`src/rtl/clk_div_integer.sv`:
```
// Integer clock divider for the UART RX sampling clock: even ratios at 50% duty, odd ratios with a longer low phase.
// Define CLKDIV_TICK_EN to add div_tick, a one-CLK strobe in the last cycle of each divided period.
module clk_div_integer #(
  parameter int RATIO_WD = 8
) (
  input  logic                CLK,
  input  logic                RST,
  input  logic                clk_div_en,
  input  logic [RATIO_WD-1:0] div_ratio,
`ifdef CLKDIV_TICK_EN
  output logic                div_tick,
`endif
  output logic                div_clk
);

  localparam logic [RATIO_WD-2:0] CNT_ONE = {{(RATIO_WD-2){1'b0}}, 1'b1};
  localparam logic [RATIO_WD-1:0] R_ONE   = {{(RATIO_WD-1){1'b0}}, 1'b1};
  localparam logic [RATIO_WD-1:0] R_TWO   = {{(RATIO_WD-2){1'b0}}, 2'b10};

  logic [RATIO_WD-2:0] cnt_q, cnt_d;
  logic                phase_q, phase_d;
  logic [RATIO_WD-1:0] ratio_q, ratio_d;

  logic                bypass;
  logic [RATIO_WD-1:0] r_eff;
  logic [RATIO_WD:0]   r_plus1;
  logic [RATIO_WD-1:0] len_lo, len_hi, last_cnt;
  logic                at_last;

  assign bypass = !clk_div_en || (div_ratio < R_TWO);

  // A new ratio is only picked up at a period start so a running period always completes.
  assign r_eff    = (cnt_q == '0 && !phase_q) ? div_ratio : ratio_q;
  assign r_plus1  = {1'b0, r_eff} + {{RATIO_WD{1'b0}}, 1'b1};
  assign len_lo   = RATIO_WD'(r_plus1 >> 1);
  assign len_hi   = {1'b0, r_eff[RATIO_WD-1:1]};
  assign last_cnt = (phase_q ? len_hi : len_lo) - R_ONE;
  assign at_last  = ({1'b0, cnt_q} == last_cnt);

  always_comb begin
    cnt_d   = cnt_q;
    phase_d = phase_q;
    ratio_d = ratio_q;
    if (bypass) begin
      cnt_d   = '0;
      phase_d = 1'b0;
      ratio_d = div_ratio;
    end else begin
      ratio_d = r_eff;
      if (at_last) begin
        cnt_d   = '0;
        phase_d = ~phase_q;
      end else begin
        cnt_d   = cnt_q + CNT_ONE;
      end
    end
  end

  always_ff @(posedge CLK or posedge RST) begin
    if (RST) begin
      cnt_q   <= '0;
      phase_q <= 1'b0;
      ratio_q <= '0;
    end else begin
      cnt_q   <= cnt_d;
      phase_q <= phase_d;
      ratio_q <= ratio_d;
    end
  end

  // Select only switches cleanly at period boundaries; mid-period bypass may truncate a pulse.
  assign div_clk = bypass ? CLK : phase_q;

`ifdef CLKDIV_TICK_EN
  assign div_tick = !bypass && phase_q && at_last;
`endif

endmodule
```
`config.mk`:
```
export PLATFORM = sky130hd
export DESIGN_NAME = clk_div_integer
export DESIGN_NICKNAME = d
export VERILOG_FILES = /design/src/rtl/clk_div_integer.sv
export SDC_FILE = /design/constraint.sdc
export NUM_CORES = 1
export LEC_CHECK = 0
export CAP_MARGIN = 5
export CORE_MARGIN = 4
export CORE_UTILIZATION = 59
export DETAILED_ROUTE_END_ITERATION = 16
export HOLD_SLACK_MARGIN = 0.03
export PLACE_DENSITY_LB_ADDON = 0.08
export SKIP_CTS_REPAIR_TIMING = 1
export SLEW_MARGIN = 10
export SYNTH_ARGS = -nofsm -noshare
export SYNTH_HDL_FRONTEND = slang
export SYNTH_SLANG_ARGS = --single-unit
```
`constraint.sdc`:
```
create_clock -name CLK -period 7.1 [get_ports CLK]
set_input_delay 1.42 -clock CLK [delete_from_list [all_inputs] [get_ports CLK]]
set_output_delay 1.42 -clock CLK [all_outputs]
set_load 0.02 [all_outputs]
```
Yosys cells after proc, flatten, opt, wreduce, memory -nomap -nowiden --
Cells that the tools add are included.
Word-level totals: register bits after elaboration 16, input port bits 11, output and inout bits 1, word-level logic and storage cells 23
Operators by class: add/subtract/negate cells 3, $lt $le $gt $ge 1, equality and inequality tests 1, mux-type cells 8, bitwise gates (word level) 1, reduce and logical (&&, ||, !) cells 6
Operator list (count):
- $mux 8 | 3
- $mux 7 | 2
- $add 8x1->9 const B | 1
- $eq 7x8->1 | 1
- $lt 8x2->1 const B | 1
- $sub 8x1->8 const B | 1
- $add 7x1->7 const B | 1
- $logic_not 7->1 | 1
- $mux 1 | 3
- $logic_not 1->1 | 2
- $reduce_bool 2->1 | 1
- $logic_and 1x1->1 | 1
- $logic_or 1x1->1 | 1
- $not 1->1 | 1

Logic depth before layout (Yosys ltp) --
Gate-level depths: netlist of run 1.
word-level depth 9, mapped depth 13

==> impl_metrics.ini, run 1 <==
[run_status]
status = complete, no violations

[place]
place.gp.congestion = 0.878
place_ws_ns = 1.53
dp_hpwl_mm = 2.27
io_buffers = 11

[global_route]
antenna_found_initial = 0
grt_max_degree = 17
grt_usage = 0.246
grt_remaining_overflow = 0
grt_pass1_vias = 1063
grt_first_pass_wirelength_mm = 5.01

[timing]
finalSetupViolations = 0
fin_skew_ns = 0.00305
rsz0062_at_grt = false
worst_pin_slew_ns = 0.722
slew_headroom = 0.517
whs_ns = 0.562
slew_violations = 0
finalHoldViolations = 0
fin_ws_ns = 1.24
fin_setup_tns_ns = 0

[critical_path]
critPathLaunchType = clock port
cp_data_required_time_ns = 5.68
slowest_delay_ns = 0.54
path_buf_inv = 3
worstSetupPathType = clk2out
cp_slowest_cell = clkdlybuf4s50_1
cp_max_fo = 2
rrSetupSlack_ns = 3.61
critPathCaptureType = output port
critPathTopFamily = buffers and inverters
crit_chain = clkbuf_4 -> clkbuf_4 -> nand2_1 -> nand2_1 -> clkdlybuf4s50_1
crit_arrival_ns = 4.44

[route]
wl_per_cell_um = 16.8
avgViaCountPerCell = 6.23
maxUsedRoutingLayer = met4
wl_met2_mm = 1.42
drc = 0
wl_met1_mm = 1.26
num_vias = 1121
first_pass_iters = 4
wl_met3_um = 252
final_antenna_net_count = 0
wirelength_mm = 3.02
drt_iter0_drc = 52

[floorplan]
start_util = 0.636
die_w_um = 54.7
dieArea_um2 = 2990
fp.dieH_um = 54.7
ios = 12
core_um2 = 2020
num_rows = 16

[finish]
layout-drive-gt1-share = 0.170
antennaDiodeCount = 0
postLayoutCoreUtil = 0.734
n_fill_cell = 157
area.growth.synth_to_final_pct = 15.4
nNetsFinal = 168

[logic_synthesis]
synth.ff_latch_count = 16
syn_nets = 150
synth_cell_type_count = 35
synth_area_leaders = dfrtp_1 31%, xnor2_1 8.9%, mux2_2 7.0%, mux2i_1 6.2%, and2_1 2.9%
yosysWarningCount = 0
synth_edf_count = 0
synth_area_leader_cell = dfrtp_1
postSynth.asyncResetShare = 1.00
syn_area_um2 = 1290
synthFlopType = dfrtp_1
postSynthAreaPerCell_um2 = 9.46
yosysTopAreaCellShare = 0.311
syn_inst = 136
seq_area_frac_synth = 0.311

[clocking]
cts.clk_slew.worst_paths_ns = 0.10
clock_latency_ns = 0.40
cts_tree = done

[power_and_ir_drop]
vdd.ir_drop.worst_mv = 0.144
cellLeakagePower_nw = 0.619
power_density_nw_per_um2 = 234

[min_path]
min_path_type = reg2reg

[flow_run]
maxCapViolCount = 0
worst reg2reg max path: stages (launching register included):
cell	delay [ns]
dfrtp_1	0.41
inv_1	0.13
ha_1	0.16
nor4b_2	0.34
nand2_2	0.28
mux2i_1	0.30
inv_1	0.07
ha_1	0.28
xnor2_1	0.30
xnor2_2	0.18
nor2_1	0.06
or3b_1	0.44
a21oi_2	0.29
nor2b_1	0.18
routing by layer:
metal / track usage / vias to the layer above
li1: - / 522
met1: 0.321 / 519
met2: 0.366 / 68
met3: 0.0572 / 12
met4: 0.141 / 0
met5: 0 / -
through the flow:
stage	instance area, um2	instances	power (mW)
CTS	1480	180	0.349
detailed placement	1430	173	0.261
global route	1480	180	0.371
floorplan	1290	136	0.222
finish	1480	180	0.348
global placement	1430	173	0.253
final timing paths:
kind	from	endpoint	depth (start not counted)
worst max-delay path	CLK	div_clk	5
worst min-delay path	ratio_q[0]	ratio_q[0]	1
worst max register to register	cnt_q[0]	cnt_q[6]	13
worst min register to register	ratio_q[0]	ratio_q[0]	1
max in group asynchronous	RST	cnt_q[5]	2
min in group asynchronous	RST	ratio_q[5]	2
final cells by class:
class                           instances  area [um2]  share of cell area
Clock buffer                            8        68.8              0.0464
Tap cell                               27        33.8              0.0228
Inverter                                5        18.8              0.0126
Timing Repair Buffer                   10         100              0.0675
Multi-Input combinational cell        114         862               0.581
Sequential cell                        16         400               0.270
state kept, by name, indices dropped and copies added (netlist names):
| signal | flops |
|---|---|
| cnt_q | 7 |
| phase_q | 1 |
| ratio_q | 8 |
power by group:
| group | leakage [nW] | switching [mW] | internal [mW] |
|---|---|---|---|
| clock | 0.0466 | 0.0432 | 0.0563 |
| sequential | 0.202 | 0.0141 | 0.100 |
| combinational | 0.370 | 0.0697 | 0.0643 |
| total | 0.619 | 0.127 | 0.221 |
kinds of logic (layout without fill, tap and decap cells):
family                   after synthesis  in the layout  synth area share
multiplexers                          17             17             0.150
adder cells (fa/ha/maj)                3              3            0.0292
AND/OR/NAND/NOR                       62             62             0.295
AO/OA/AOI/OAI                         14             14            0.0681
XOR/XNOR                              18             18             0.128
buffers and inverters                  6             23            0.0185
flip-flops                            16             16             0.311
synth_stat cells, types with 2 or more instances:
cell     number
nor4_1        4
and2_1        6
or3_1         6
nor2_1        5
o31ai_1       2
o21ai_0       5
nand2_1      10
mux2i_1       8
and3_1        2
or2_2         3
nor3_1        7
xnor2_1      13
dfrtp_1      16
nor2b_1       4
a21oi_1       4
xor2_1        4
mux2_2        8
inv_1         5
nand3_1       6
ha_1          3
cells in the final DEF, fill, tap and decap left out, drive strengths merged, types with 3 or more instances in the layout:
cell | synthesis | final
mux2i | 8 | 8
nor4 | 5 | 5
inv | 5 | 5
nor2 | 6 | 6
and2 | 6 | 6
nand3 | 6 | 6
o21ai | 5 | 5
clkdlybuf4s50 | 0 | 11
nand2 | 11 | 11
xnor2 | 14 | 14
nor2b | 4 | 4
clkbuf | 0 | 7
dfrtp | 16 | 16
mux2 | 8 | 8
ha | 3 | 3
or3 | 6 | 6
nor3 | 7 | 7
xor2 | 4 | 4
a21oi | 5 | 5
or2 | 3 | 3
(Power assumes the default switching activity.)
==> inputs of run 2 (changes only) <==
CORE_UTILIZATION = 51   (was 59)
clock period = 5 ns   (was 7.1 ns; I/O delays follow)
==> run 2 against run 1 <==
Hold slack better by 0.0010 ns. Clock power up 44%. First-iteration DRC count up 38%. Clock skew about the same. Die area up 13%. Via count down 3.0%. Count of clock-buffer cells in the layout unchanged. Global-route usage down 6.3 points. Register-to-register slack worse by 2.1 ns. Critical endpoint unchanged.
==> impl_metrics.ini, run 2 (synthesis results as in run 1) <==
[timing]
rsz0062_at_grt = false
worst_pin_slew_ns = 0.689
fin_skew_ns = 0.00321
fin_crit_sh = 0.909
period_minus_slack_ns = 4.54
finalHoldViolations = 0
slew_violations = 0
max_freq_mhz = 220
finalSetupViolations = 0
fin_ws_ns = 0.455
slew_headroom = 0.539
fin_setup_tns_ns = 0

[finish]
registers.top_by_ff_count = ratio_q
layout_commonest_cell = dfrtp_1
antennaDiodeCount = 0
layout-drive-gt1-share = 0.170
final_cell_mix = 16 x dfrtp_1, 13 x xnor2_1, 11 x clkdlybuf4s50_1, 10 x nand2_1
area.growth.synth_to_final_pct = 15.5
reg.largest.list = ratio_q x8, cnt_q x7, phase_q x1
largest_reg_flops = 8
nNetsFinal = 168

[power_and_ir_drop]
vdd.ir_drop.worst_mv = 0.237
p_comb_frac = 0.381
swShare = 0.362
internal_power_mw = 0.313
power_frac_seq = 0.328
clkPwrFrac = 0.291
power.total_mw = 0.490
cellLeakagePower_nw = 0.619
power_density_nw_per_um2 = 330
p_sw_mw = 0.177

[critical_path]
crit_arrival_ns = 3.54
r2r-start = cnt_q[0]
r2r_end = cnt_q[6]
cp_slowest_cell = clkdlybuf4s50_1
worstSetupPathType = in2out
cp_max_fo = 6
reg2reg_depth = 13
rrSetupSlack_ns = 1.51
cp_data_required_time_ns = 4.00
critPathCaptureType = output port
crit_chain = clkdlybuf4s50_1 -> or3_1 -> or2_2 -> o31ai_1 -> nand2_1 -> nand2_1 -> clkdlybuf4s50_1
slowest_delay_ns = 0.60
critPathLaunchType = input pin

[min_path]
hp-start = ratio_q[0]
hold_depth = 1
min_path_type = reg2reg
whs_endpoint = ratio_q[0]

[clocking]
cts.clk_slew.worst_paths_ns = 0.10
cts_tree = done
clock_latency_ns = 0.41

[route]
drt_iter0_drc = 72
wirelength_mm = 2.79
wl_per_cell_um = 15.4
avgViaCountPerCell = 6.01
drc = 0
num_vias = 1087
final_antenna_net_count = 0
first_pass_iters = 4

[global_route]
grt_max_degree = 17
grt_pass1_vias = 1052
grt_usage = 0.182
antenna_found_initial = 0
grt_remaining_overflow = 0
grt_first_pass_wirelength_mm = 4.64

[floorplan]
num_rows = 17
ios = 12
fp.dieH_um = 58.2
dieArea_um2 = 3390
die_w_um = 58.2
start_util = 0.560
core_um2 = 2300

[place]
io_buffers = 11
place_ws_ns = 0.512
place.gp.congestion = 0.912
dp_hpwl_mm = 2.11

[run_status]
status = complete, no violations

[flow_run]
maxCapViolCount = 0
-- run 2: how the worst max path moves through the flow --
stage,startpoint,endpoint,slack (ns),depth (start not counted)
after CTS,div_ratio[4],div_clk,0.46,7
after floorplan,CLK,div_clk,1.33,2
after detailed placement,div_ratio[4],div_clk,0.51,8
after global placement,div_ratio[4],div_clk,0.56,7
after global routing,div_ratio[4],div_clk,0.25,8
final,div_ratio[4],div_clk,0.46,7
-- run 2: worst max-delay path, delay by kind of cell --
kind	cells	cell delay, ns
and+or+nand+nor	4	0.93
buffers and inverters	2	1.09
AOI/OAI and AO/OA	1	0.51
-- run 2: per-stage QoR --
step | hold WS (ns) | util | cells | instance area (um2)
after floorplan | 0.494 | - | 136 | 1290
after global placement | 0.514 | 0.621 | 174 | 1430
after detailed placement | 0.531 | 0.621 | 174 | 1430
after CTS | 0.555 | 0.647 | 181 | 1490
after global routing | 0.581 | 0.647 | 181 | 1490
final | 0.563 | 0.647 | 181 | 1490
-- run 2: power groups by stage --
stage	Clock [mW]	Combinational, mW	Sequential, mW
after CTS	0.149	0.187	0.160
after global placement	0.0179	0.181	0.162
after detailed placement	0.0179	0.186	0.162
after global routing	0.155	0.205	0.163
after floorplan	0.00987	0.149	0.157
final	0.143	0.187	0.161
-- run 2: routing by layer --
layer | vias up | GRT usage | wire length (um)
met5 | - | 0 | 0
met4 | 0 | 0.0894 | 29
met3 | 3 | 0.0512 | 217
met2 | 46 | 0.255 | 1260
met1 | 511 | 0.255 | 1290
li1 | 527 | - | -
-- run 2: cell type report --
type	count	area (um2)
clock buffers	8	68.8
fillers	189	812
flip-flops and latches	16	400
well taps	28	35.0
inverters	5	18.8
repair buffers	10	100
multi-input cells	114	862
==> inputs of run 3 (changes only) <==
REMOVE_ABC_BUFFERS = 1   (was default)
==> run 3 against run 2 <==
Count of clock-buffer cells in the layout did not move. Sequential share of layout area did not move. Largest power group unchanged. Utilization did not move. Final cell count did not move. First-iteration DRC count fell by 61%.
==> impl_metrics.ini, run 3 (synthesis results as in run 1) <==
[floorplan]
num_rows = 17
fp.dieH_um = 58.2
core_um2 = 2300
ios = 12
dieArea_um2 = 3390
die_w_um = 58.2
start_util = 0.560

[finish]
area.growth.synth_to_final_pct = 15.5
final_cell_mix = 16 x dfrtp_1, 13 x xnor2_1, 11 x clkdlybuf4s50_1, 10 x nand2_1
final_area_um2 = 1490
nNetsFinal = 168
registers.top_by_ff_count = ratio_q
layout_commonest_cell = dfrtp_1
antennaDiodeCount = 0
largest_reg_flops = 8
layout-drive-gt1-share = 0.170
fin_cells = 181
reg.largest.list = ratio_q x8, cnt_q x7, phase_q x1
n_fill_cell = 202

[route]
first_pass_iters = 4
drc = 0
num_vias = 1102
final_antenna_net_count = 0
drt_iter0_drc = 28
wl_per_cell_um = 16.2
wirelength_mm = 2.94
avgViaCountPerCell = 6.09

[place]
dp_hpwl_mm = 2.24
place.gp.congestion = 0.855
post_dp_cell_area_um2 = 1430
dp.cells = 174
io_buffers = 11
place_ws_ns = 0.501

[run_status]
status = complete, no violations

[power_and_ir_drop]
vdd.ir_drop.worst_mv = 0.285
internal_power_mw = 0.313
swShare = 0.361
power.total_mw = 0.490
p_sw_mw = 0.177
p_comb_frac = 0.383
clkPwrFrac = 0.288
power_frac_seq = 0.329
cellLeakagePower_nw = 0.619
power_density_nw_per_um2 = 330

[clocking]
cts_tree = done
clock_latency_ns = 0.40
cts.clk_slew.worst_paths_ns = 0.09

[min_path]
min_path_type = reg2reg

[critical_path]
crit_arrival_ns = 3.65
slowest_delay_ns = 0.61
cp_max_fo = 6
cp_data_required_time_ns = 4.00
critPathLaunchType = input pin
cp_slowest_cell = clkdlybuf4s50_1
worstSetupPathType = in2out
crit_chain = clkdlybuf4s50_1 -> or3_1 -> or2_2 -> o31ai_1 -> nand2_1 -> nand2_1 -> clkdlybuf4s50_1
critPathCaptureType = output port

[timing]
finalSetupViolations = 0
fin_ws_ns = 0.353
slew_headroom = 0.534
slew_violations = 0
max_freq_mhz = 215
worst_pin_slew_ns = 0.696
rsz0062_at_grt = false
fin_crit_sh = 0.929
fin_skew_ns = 0.00508
finalHoldViolations = 0
period_minus_slack_ns = 4.65
fin_setup_tns_ns = 0

[global_route]
grt_max_degree = 17
antenna_found_initial = 0
grt_pass1_vias = 1120
grt_usage = 0.203
grt_first_pass_wirelength_mm = 5.14
grt_remaining_overflow = 0

[flow_run]
maxCapViolCount = 0
## run 3: cell counts in the layout (fill, tap and decap cells not counted)
Identical to the previous run, type by type.
## run 3: final timing paths
kind                                    from    endpoint  slack, ns  depth (start not counted)
worst min-delay path              ratio_q[0]  ratio_q[0]       0.54                          1
worst min register to register    ratio_q[0]  ratio_q[0]       0.54                          1
max in group asynchronous                RST    cnt_q[4]       3.61                          2
worst max-delay path            div_ratio[4]     div_clk       0.35                          7
min in group asynchronous                RST    cnt_q[0]       0.97                          2
worst max register to register      cnt_q[0]    cnt_q[4]       1.55                         13
## run 3: cell type report
class | instances | area, um2 | share of cell area
Timing Repair Buffer | 10 | 100 | 0.0674
Tap cell | 28 | 35.0 | 0.0236
Inverter | 5 | 18.8 | 0.0126
Clock buffer | 8 | 68.8 | 0.0463
Sequential cell | 16 | 400 | 0.270
Multi-Input combinational cell | 114 | 862 | 0.580
## run 3: critical path, delay by kind of cell
kind	cells	cell delay, ns
buf+inv	2	1.10
simple gates	4	0.97
compound gates	1	0.57
## run 3: power groups by stage
stage | logic [mW] | registers (mW) | clock network [mW]
2_1_floorplan | 0.148 | 0.157 | 0.00987
3_3_place_gp | 0.181 | 0.162 | 0.0179
3_5_place_dp | 0.186 | 0.163 | 0.0179
4_1_cts | 0.188 | 0.160 | 0.146
5_1_grt | 0.207 | 0.164 | 0.153
6_report | 0.188 | 0.161 | 0.141
## run 3: metal layers
metal,global-route usage,wire (um),vias up
met1,0.252,1350,529
li1,-,-,531
met2,0.311,1390,36
met5,0,0,-
met4,0.0894,27,0
met3,0.0780,177,6
## run 3: per-stage QoR
step | hold WS [ns] | util
floorplan | 0.494 | -
global placement | 0.516 | 0.621
detailed placement | 0.525 | 0.621
CTS | 0.547 | 0.647
global route | 0.575 | 0.647
finish | 0.545 | 0.647
